File: src/rtl/ecg_sample_pacer.sv
// ECG sample pacer: issues one-sample requests to a recording source at a programmable
// period, captures the answers and forwards them to the core through a small FWFT FIFO.
module ecg_sample_pacer #(
  parameter int DATA_WIDTH = 11,
  parameter int CTR_WIDTH  = 24,
  parameter int DIV_WIDTH  = 20,
  parameter int FIFO_DEPTH = 4,
  parameter int TIMEOUT    = 16
) (
  input  logic                  clk,
  input  logic                  rst,
  input  logic                  start,
  input  logic                  stop,
  input  logic [DIV_WIDTH-1:0]  div_val,
  input  logic [CTR_WIDTH-1:0]  num_samples,
  output logic                  src_req,
  input  logic [DATA_WIDTH-1:0] src_data,
  input  logic                  src_valid,
  output logic [DATA_WIDTH-1:0] out_data,
  output logic                  out_valid,
  input  logic                  out_ready,
  output logic [CTR_WIDTH-1:0]  sample_cnt,
  output logic                  busy,
  output logic                  done,
  output logic                  overrun,
  output logic                  src_empty
);

  localparam int PTR_W  = $clog2(FIFO_DEPTH);
  localparam int FCNT_W = PTR_W + 1;
  localparam int TO_W   = $clog2(TIMEOUT) + 1;
  localparam logic [FCNT_W-1:0] FIFO_FULL = FCNT_W'(FIFO_DEPTH);
  // The request cycle counts as the first silent cycle, so the last WAIT cycle is TIMEOUT-2.
  localparam logic [TO_W-1:0]   TO_LAST   = TO_W'(TIMEOUT - 2);

  typedef enum logic [1:0] {S_IDLE, S_ARM, S_WAIT, S_DONE} state_e;

  state_e                state_q, state_d;
  logic [DIV_WIDTH-1:0]  div_q, div_d;
  logic [DIV_WIDTH-1:0]  tick_q, tick_d;
  logic [CTR_WIDTH-1:0]  num_q, num_d;
  logic [CTR_WIDTH-1:0]  cnt_q, cnt_d, cnt_inc;
  logic [TO_W-1:0]       to_q, to_d;
  logic                  overrun_q, overrun_d;
  logic                  src_empty_q, src_empty_d;

  logic [PTR_W-1:0]      wr_ptr_q, rd_ptr_q;
  logic [FCNT_W-1:0]     fcount_q;
  logic [DATA_WIDTH-1:0] mem_q [FIFO_DEPTH];

  logic slot, push, pop, fifo_empty, fifo_full;

  assign slot       = (tick_q == '0);
  assign fifo_empty = (fcount_q == '0);
  assign fifo_full  = (fcount_q == FIFO_FULL);
  assign pop        = !fifo_empty && out_ready;
  assign cnt_inc    = cnt_q + CTR_WIDTH'(1);

  // NOTE: every variable driven here gets a default first, so no path can infer a latch.
  always_comb begin
    state_d     = state_q;
    div_d       = div_q;
    num_d       = num_q;
    cnt_d       = cnt_q;
    tick_d      = tick_q;
    to_d        = to_q;
    overrun_d   = overrun_q;
    src_empty_d = src_empty_q;
    push        = 1'b0;
    src_req     = 1'b0;
    done        = 1'b0;

    if (state_q == S_ARM || state_q == S_WAIT) begin
      tick_d = slot ? (div_q - DIV_WIDTH'(1)) : (tick_q - DIV_WIDTH'(1));
    end

    unique case (state_q)
      S_IDLE: begin
        if (start && !stop && fifo_empty) begin
          div_d       = (div_val == '0) ? DIV_WIDTH'(1) : div_val;
          num_d       = num_samples;
          cnt_d       = '0;
          overrun_d   = 1'b0;
          src_empty_d = 1'b0;
          tick_d      = '0;
          state_d     = (num_samples == '0) ? S_DONE : S_ARM;
        end
      end

      S_ARM: begin
        if (stop) begin
          state_d = S_DONE;
        end else if (slot) begin
          if (!fifo_full) begin
            src_req = 1'b1;
            to_d    = '0;
            state_d = S_WAIT;
          end else begin
            overrun_d = 1'b1;
          end
        end
      end

      S_WAIT: begin
        // stop takes priority: a sample strobed in the stop cycle is dropped too.
        if (stop) begin
          state_d = S_DONE;
        end else begin
          if (slot) overrun_d = 1'b1;
          to_d = to_q + TO_W'(1);
          if (src_valid) begin
            push    = 1'b1;
            cnt_d   = cnt_inc;
            state_d = (cnt_inc == num_q) ? S_DONE : S_ARM;
          end else if (to_q == TO_LAST) begin
            src_empty_d = 1'b1;
            state_d     = S_DONE;
          end
        end
      end

      S_DONE: begin
        done    = 1'b1;
        state_d = S_IDLE;
      end

      default: state_d = S_IDLE;
    endcase
  end

  // NOTE: sequential state uses non-blocking assignments so every register samples pre-edge values.
  always_ff @(posedge clk) begin
    if (rst) begin
      state_q     <= S_IDLE;
      div_q       <= '0;
      num_q       <= '0;
      cnt_q       <= '0;
      tick_q      <= '0;
      to_q        <= '0;
      overrun_q   <= 1'b0;
      src_empty_q <= 1'b0;
    end else begin
      state_q     <= state_d;
      div_q       <= div_d;
      num_q       <= num_d;
      cnt_q       <= cnt_d;
      tick_q      <= tick_d;
      to_q        <= to_d;
      overrun_q   <= overrun_d;
      src_empty_q <= src_empty_d;
    end
  end

  always_ff @(posedge clk) begin
    if (rst) begin
      wr_ptr_q <= '0;
      rd_ptr_q <= '0;
      fcount_q <= '0;
    end else begin
      if (push) wr_ptr_q <= wr_ptr_q + PTR_W'(1);
      if (pop)  rd_ptr_q <= rd_ptr_q + PTR_W'(1);
      unique case ({push, pop})
        2'b10:   fcount_q <= fcount_q + FCNT_W'(1);
        2'b01:   fcount_q <= fcount_q - FCNT_W'(1);
        default: fcount_q <= fcount_q;
      endcase
    end
  end

  // NOTE: the storage array is deliberately not reset; pointers and count alone define validity.
  always_ff @(posedge clk) begin
    if (push) mem_q[wr_ptr_q] <= src_data;
  end

  assign out_valid  = !fifo_empty;
  assign out_data   = fifo_empty ? '0 : mem_q[rd_ptr_q];
  assign sample_cnt = cnt_q;
  assign busy       = (state_q != S_IDLE);
  assign overrun    = overrun_q;
  assign src_empty  = src_empty_q;

endmodule
File: config.mk
export PLATFORM = sky130hd
export DESIGN_NAME = ecg_sample_pacer
export DESIGN_NICKNAME = d
export VERILOG_FILES = /design/src/rtl/ecg_sample_pacer.sv
export SDC_FILE = /design/constraint.sdc
export NUM_CORES = 1
export LEC_CHECK = 0
export CAP_MARGIN = 20
export CELL_PAD_IN_SITES_DETAIL_PLACEMENT = 0
export CELL_PAD_IN_SITES_GLOBAL_PLACEMENT = 1
export CORE_MARGIN = 1
export CORE_UTILIZATION = 42
export CTS_CLUSTER_DIAMETER = 60
export DETAILED_ROUTE_END_ITERATION = 6
export GPL_ROUTABILITY_DRIVEN = 1
export PLACE_DENSITY = 0.87
export SLEW_MARGIN = 20
export SYNTH_ARGS = -nofsm -noshare
export SYNTH_HDL_FRONTEND = slang
export SYNTH_SLANG_ARGS = --single-unit
export TNS_END_PERCENT = 5
File: constraint.sdc
create_clock -name clk -period 3.7 [get_ports clk]
set_clock_uncertainty 0.15 [all_clocks]
set_input_delay 0.74 -clock clk [delete_from_list [all_inputs] [get_ports clk]]
set_output_delay 0.74 -clock clk [all_outputs]
set_load 0.02 [all_outputs]
==> flow_metrics.env, run 1 <==
export IMPL_drc=0
export IMPL_routed_wl_mm=19.1
export IMPL_rsz0062_at_grt="no"
export IMPL_drv_slew=0
export IMPL_die_h_um=136
export IMPL_num_rows=48
export IMPL_start_util_pct=43.4
export IMPL_postCtsSetupBuffers=0
export IMPL_p_seq_share_pct=32.6
export IMPL_ir_drop_mv=0.384
export IMPL_hold_viol_final=0
export IMPL_final_antenna_net_count=0
export IMPL_synthCells=814
export IMPL_post_synth_top_area_cell="dfxtp_1"
export IMPL_synth_area_um2=7550
export IMPL_synth_avg_cell_area_um2=9.28
export IMPL_grt_overflow=0
export IMPL_cts_buffers=17
export IMPL_max_slew_margin_rel_pct=38.1
export IMPL_post_route_period_util_pct=96.1
export IMPL_seq_area_frac_synth_pct=45.6
export IMPL_cts_hold_buffers=0
export IMPL_wl_per_cell_um=16.7
export IMPL_design_die_area_um2=18500
export IMPL_root_buffer="clkbuf_16"
export IMPL_r2r_slack_ns=0.76
export IMPL_insertion_delay_ns=0.43
export IMPL_p_int_w=0.00387
export IMPL_htree_levels=4
export IMPL_drive_above_1_share_pct=9.84
export IMPL_cp_max_fo=8
export IMPL_ys_flop_type="dfxtp_1"
export IMPL_nNetsFinal=977
export IMPL_fmax_ghz=0.281
export IMPL_synth_seq_cells=150
export IMPL_worst_slack_ns=0.146
export IMPL_fp_dieW_um=136
export IMPL_gp_routability_congestion=0.821
export IMPL_switching_power_w=0.00257
export IMPL_clk_pin_slew_worst_paths_ns=0.06
export IMPL_fin_setup_tns_ns=0
export IMPL_share_comb_of_total_power_pct=40.7
export IMPL_finalSetupViolCount=0
export IMPL_first_global_vias=5836
export IMPL_yosys_warnings=0
export IMPL_grt_max_degree=66
export IMPL_crit_path_end_kind="primary output"
export IMPL_antennaDiodeCount=0
export IMPL_p_clk_share_pct=26.7
export IMPL_instances_no_fill=1140
export IMPL_numPortBuffers=101
export IMPL_regArea_um2=3440
export IMPL_startpoint_type="flop"
export IMPL_multi_input_area_um2=3830
export IMPL_holdCritPathClass="flop to flop"
export IMPL_syn_num_nets=889
export IMPL_required_ns=2.81
export IMPL_io_pins=102
export IMPL_via_per_inst=5.58
export IMPL_maxCapViolCount=0
export IMPL_critPathArrivalTime_ns=2.66
export IMPL_synth_top_area_share_pct=28.1
export IMPL_core_um2=17400
export IMPL_dpl_hpwl_mm=13.3
export IMPL_area_growth_pct=23.8
export IMPL_grt_pass1_wl_mm=30.9
export IMPL_cts_buffer_depth=2
export IMPL_fillers=1601
export IMPL_tightest_slew_ns=0.917
export IMPL_num_vias=6365
export IMPL_power_density_nw_per_um2=689
export IMPL_power_leakage_nw=3.23
export IMPL_ys_async_sr_fraction_pct=0
export IMPL_fin_crit_ns=3.55
export IMPL_drt_iter0_drc=562
export IMPL_firstDrtPassIters=5
export IMPL_antenna_found_initial=0
export IMPL_pre_cts_slack_ns=0.481
export IMPL_ys_types=73
export IMPL_track_usage_pct=21.5
export IMPL_power_w=0.00644
export IMPL_p_sw_share_pct=40.0
export IMPL_placed_cells=1108
export IMPL_crit_type="flop to primary output"
export IMPL_clkSinkCount=150
export IMPL_status="completed"
export IMPL_synth_area_leaders="dfxtp_1 (28%), edfxtp_1 (17%), a21oi_1 (5.2%)"
export IMPL_cts_tree="done"
export IMPL_synth_edf_count=44
## per-stage QoR
step	util, %	hold WS, ns	area (um2)
global placement	50.2	0.304	8750
floorplan	-	0.287	7550
global route	53.7	0.332	9350
finish	53.7	0.315	9350
CTS	53.6	0.317	9340
detailed placement	50.2	0.308	8750
## synth_stat cells, types with 6 or more instances
master	count
a211oi_1	18
a21oi_1	79
a22o_1	13
a31oi_1	12
and2_1	24
buf_2	12
clkbuf_1	27
dfxtp_1	106
edfxtp_1	44
ha_1	13
inv_1	20
mux4_2	11
nand2_1	99
nand3_1	20
nand4_1	13
nand4b_1	7
nor2_1	68
nor3_1	16
nor4_1	17
o21ai_0	31
o21ai_1	6
o22ai_1	6
or2_2	6
or3_1	17
xnor2_1	27
xor2_1	22
## metal layers
metal	vias up	wire, um	track usage [%]	part of all wire [%]
met5	-	0	0	0
met4	0	170	5.00	0.89
met3	16	737	4.10	3.9
met2	153	8980	34.3	47
met1	3052	9210	30.0	48
li1	3144	-	-	-
## sequential cells by signal, indices dropped and copies added (netlist names), 2 cells and up, named ones only
register	cells
div_q	20
fcount_q	3
mem_q	44
num_q	24
rd_ptr_q	2
sample_cnt	24
state_q	2
tick_q	20
to_q	5
wr_ptr_q	2
## cells in the final DEF, fill, tap and decap left out, types with 16 or more instances in the layout
cell type	synthesis	final
xnor2_1	27	27
clkbuf_16	0	17
or3_1	17	17
xor2_1	22	22
and2_1	24	24
nor3_1	16	16
edfxtp_1	44	44
a211oi_1	18	18
clkdlybuf4s50_1	0	100
a21oi_1	79	79
nor2_1	68	66
inv_1	20	20
nand3_1	20	20
o21ai_0	31	31
nand2_1	99	99
dfxtp_1	106	106
## power by group through the flow
| stage | combinational (W) | clock (W) | sequential (W) |
|---|---|---|---|
| 6_report | 0.00262 | 0.00172 | 0.00210 |
| 5_1_grt | 0.00289 | 0.00181 | 0.00214 |
| 4_1_cts | 0.00259 | 0.00174 | 0.00210 |
| 3_5_place_dp | 0.00258 | 0 | 0.00214 |
| 3_3_place_gp | 0.00257 | 0 | 0.00213 |
| 2_1_floorplan | 0.00189 | 0 | 0.00208 |
## repair_timing
action,CTS,global route
endpoints found under the hold margin,0,0
setup endpoints to repair,0,1
gates resized for setup,0,3
## critical path, stage by stage, from the launching register on
cell and delay (ns):
dfxtp_1 0.33, nor4_2 0.39, and4_2 0.36, nand3_2 0.20, nor3_1 0.30, clkdlybuf4s50_1 0.66
## path summary, 6_finish.rpt
| check | from | to | cells after the start |
|---|---|---|---|
| max reg2reg | sample_cnt[0] | state_q[1] | 8 |
| min reg2reg | div_q[19] | div_q[19] | 2 |
| min | div_q[19] | div_q[19] | 2 |
| max | tick_q[5] | src_req | 5 |
## layout make-up
cell class                      count  share of cell area (%)
Clock buffer                       17                    4.55
Clock inverter                     15                    1.75
Inverter                           21                   0.990
Multi-Input combinational cell    596                    40.9
Sequential cell                   150                    36.8
Tap cell                          225                    3.01
Timing Repair Buffer              116                    12.0
## cell families (layout without fill, tap and decap cells)
family | count (synthesis) | count (layout) | share of synthesized area [%]
mux | 16 | 16 | 3.96
xor+xnor | 49 | 49 | 5.68
simple gates | 323 | 323 | 22.3
buf+inv | 68 | 169 | 4.01
compound gates | 194 | 194 | 16.0
flops | 150 | 150 | 45.6
fa+ha+maj | 14 | 14 | 2.42
Power figures use the tool's default switching activity.
==> run 2, diff against run 1 <==
--- a/config.mk
+++ b/config.mk
@@ -13,6 +13,7 @@
 export CTS_CLUSTER_DIAMETER = 60
 export DETAILED_ROUTE_END_ITERATION = 6
 export GPL_ROUTABILITY_DRIVEN = 1
+export MAX_ROUTING_LAYER = met4
 export PLACE_DENSITY = 0.87
 export SLEW_MARGIN = 20
 export SYNTH_ARGS = -nofsm -noshare
==> constraint.sdc (replaced) <==
create_clock -name clk -period 3.9 [get_ports clk]
set_clock_uncertainty 0.15 [all_clocks]
set_input_delay 0.78 -clock clk [delete_from_list [all_inputs] [get_ports clk]]
set_output_delay 0.78 -clock clk [all_outputs]
set_load 0.02 [all_outputs]
==> flow_metrics.env, run 2 (synthesized netlist as in run 1, its figures left out) <==
export IMPL_status="completed"
export IMPL_firstDrtPassIters=6
export IMPL_core_um2=17400
export IMPL_crit_family="simple AND/OR/NAND/NOR gates"
export IMPL_via_per_inst=5.64
export IMPL_drv_slew=0
export IMPL_drive_above_1_share_pct=9.50
export IMPL_drt_iter0_drc=468
export IMPL_grt_pass1_wl_mm=31.7
export IMPL_multi_input_area_um2=3810
export IMPL_largest_register_ffs=44
export IMPL_regArea_um2=3440
export IMPL_fp_dieW_um=136
export IMPL_cts_repair_resized=0
export IMPL_tightest_slew_ns=1.03
export IMPL_start_util_pct=43.4
export IMPL_design_die_area_um2=18500
export IMPL_ir_drop_mv=0.400
export IMPL_timing_critical_path_buf_inv=1
export IMPL_final_common_cell="dfxtp_1"
export IMPL_startpoint_type="flop"
export IMPL_grt_max_degree=66
export IMPL_fin_setup_tns_ns=0
export IMPL_crit_type="flop to primary output"
export IMPL_htree_levels=4
export IMPL_worst_hold_slack_ns=0.316
export IMPL_power_leakage_nw=3.24
export IMPL_rsz0062_at_grt="no"
export IMPL_power_w=0.00616
export IMPL_track_usage_pct=22.7
export IMPL_nNetsFinal=978
export IMPL_crit_chain="nor4_1 -> and4_1 -> nand3_2 -> nor3_1 -> clkdlybuf4s50_1"
export IMPL_hold_viol_final=0
export IMPL_fillers=1583
export IMPL_die_h_um=136
export IMPL_num_vias=6437
export IMPL_maxCapViolCount=0
export IMPL_max_slew_margin_rel_pct=31.4
export IMPL_clkSinkCount=150
export IMPL_fin_crit_ns=3.69
export IMPL_root_buffer="clkbuf_16"
export IMPL_num_rows=48
export IMPL_power_density_nw_per_um2=659
export IMPL_wl_per_cell_um=17.0
export IMPL_fmax_ghz=0.271
export IMPL_area_growth_pct=23.8
export IMPL_cp_max_fo=8
export IMPL_holdCritPathClass="flop to flop"
export IMPL_cts_hold_buffers=0
export IMPL_io_pins=102
export IMPL_drc=0
export IMPL_required_ns=2.97
export IMPL_numPortBuffers=101
export IMPL_final_util_pct=53.7
export IMPL_finalSetupViolCount=0
export IMPL_grt_overflow=0
export IMPL_postCtsSetupBuffers=0
export IMPL_cts_tree="done"
export IMPL_critPathArrivalTime_ns=2.76
export IMPL_final_antenna_net_count=0
export IMPL_post_route_period_util_pct=94.7
export IMPL_antenna_found_initial=0
export IMPL_routed_wl_mm=19.4
export IMPL_gp_routability_congestion=0.868
export IMPL_cts_buffer_depth=2
export IMPL_mostFrequentLayoutCells="dfxtp_1 (106), clkdlybuf4s50_1 (100), nand2_1 (99)"
export IMPL_slowest_delay_ns=0.66
export IMPL_top_register="mem_q"
export IMPL_dpl_hpwl_mm=13.5
export IMPL_first_global_vias=6218
export IMPL_insertion_delay_ns=0.44
export IMPL_cts_buffers=17
export IMPL_clk_pin_slew_worst_paths_ns=0.07
export IMPL_antennaDiodeCount=0
export IMPL_cpMaxStageDelayCell="clkdlybuf4s50_1"
export IMPL_crit_path_end_kind="primary output"
export IMPL_instances_no_fill=1141
export IMPL_placed_cells=1109
run 2: cell type report:
class,count,area share (%)
sequential,150,36.8
timing repair buffer,117,12.0
clock buffer,17,4.55
tap,225,3.01
inverter,21,0.990
multi-input combinational,596,40.7
clock inverter,15,1.85
run 2: final timing paths:
| path | from | endpoint | slack [ns] | cells past startpoint |
|---|---|---|---|---|
| setup / recovery | tick_q[5] | src_req | 0.21 | 5 |
| hold / removal | num_q[20] | num_q[20] | 0.32 | 2 |
| setup reg to reg | sample_cnt[0] | state_q[1] | 0.79 | 8 |
| hold reg to reg | num_q[20] | num_q[20] | 0.32 | 2 |
run 2: power breakdown:
group          total, W  internal (W)  leakage, nW  switching (W)
combinational   0.00251       0.00102         1.69        0.00149
clock           0.00165      0.000867        0.291       0.000785
sequential      0.00200       0.00180         1.26       0.000196
total           0.00616       0.00369         3.24        0.00247
run 2: tightest hold or removal path, cell delays in order, from the launching register on:
cell and delay (ns):
dfxtp_1 0.32, nand2_1 0.05, a21oi_1 0.05
run 2: metal layers:
layer / up-vias / share of wire [%] / track usage (%) / wire length, um
li1: 3145 / - / - / -
met1: 3058 / 46 / 29.2 / 8980
met2: 208 / 47 / 36.4 / 9060
met3: 26 / 5.6 / 3.95 / 1090
met4: 0 / 1.5 / 7.16 / 301
met5: - / 0 / - / 0
run 2: metrics by stage:
stage | setup WS [ns] | area, um2
final | 0.207 | 9350
after global routing | 0.0554 | 9350
after CTS | 0.207 | 9350
after detailed placement | 0.618 | 8750
after global placement | 0.675 | 8750
after floorplan | 0.987 | 7550
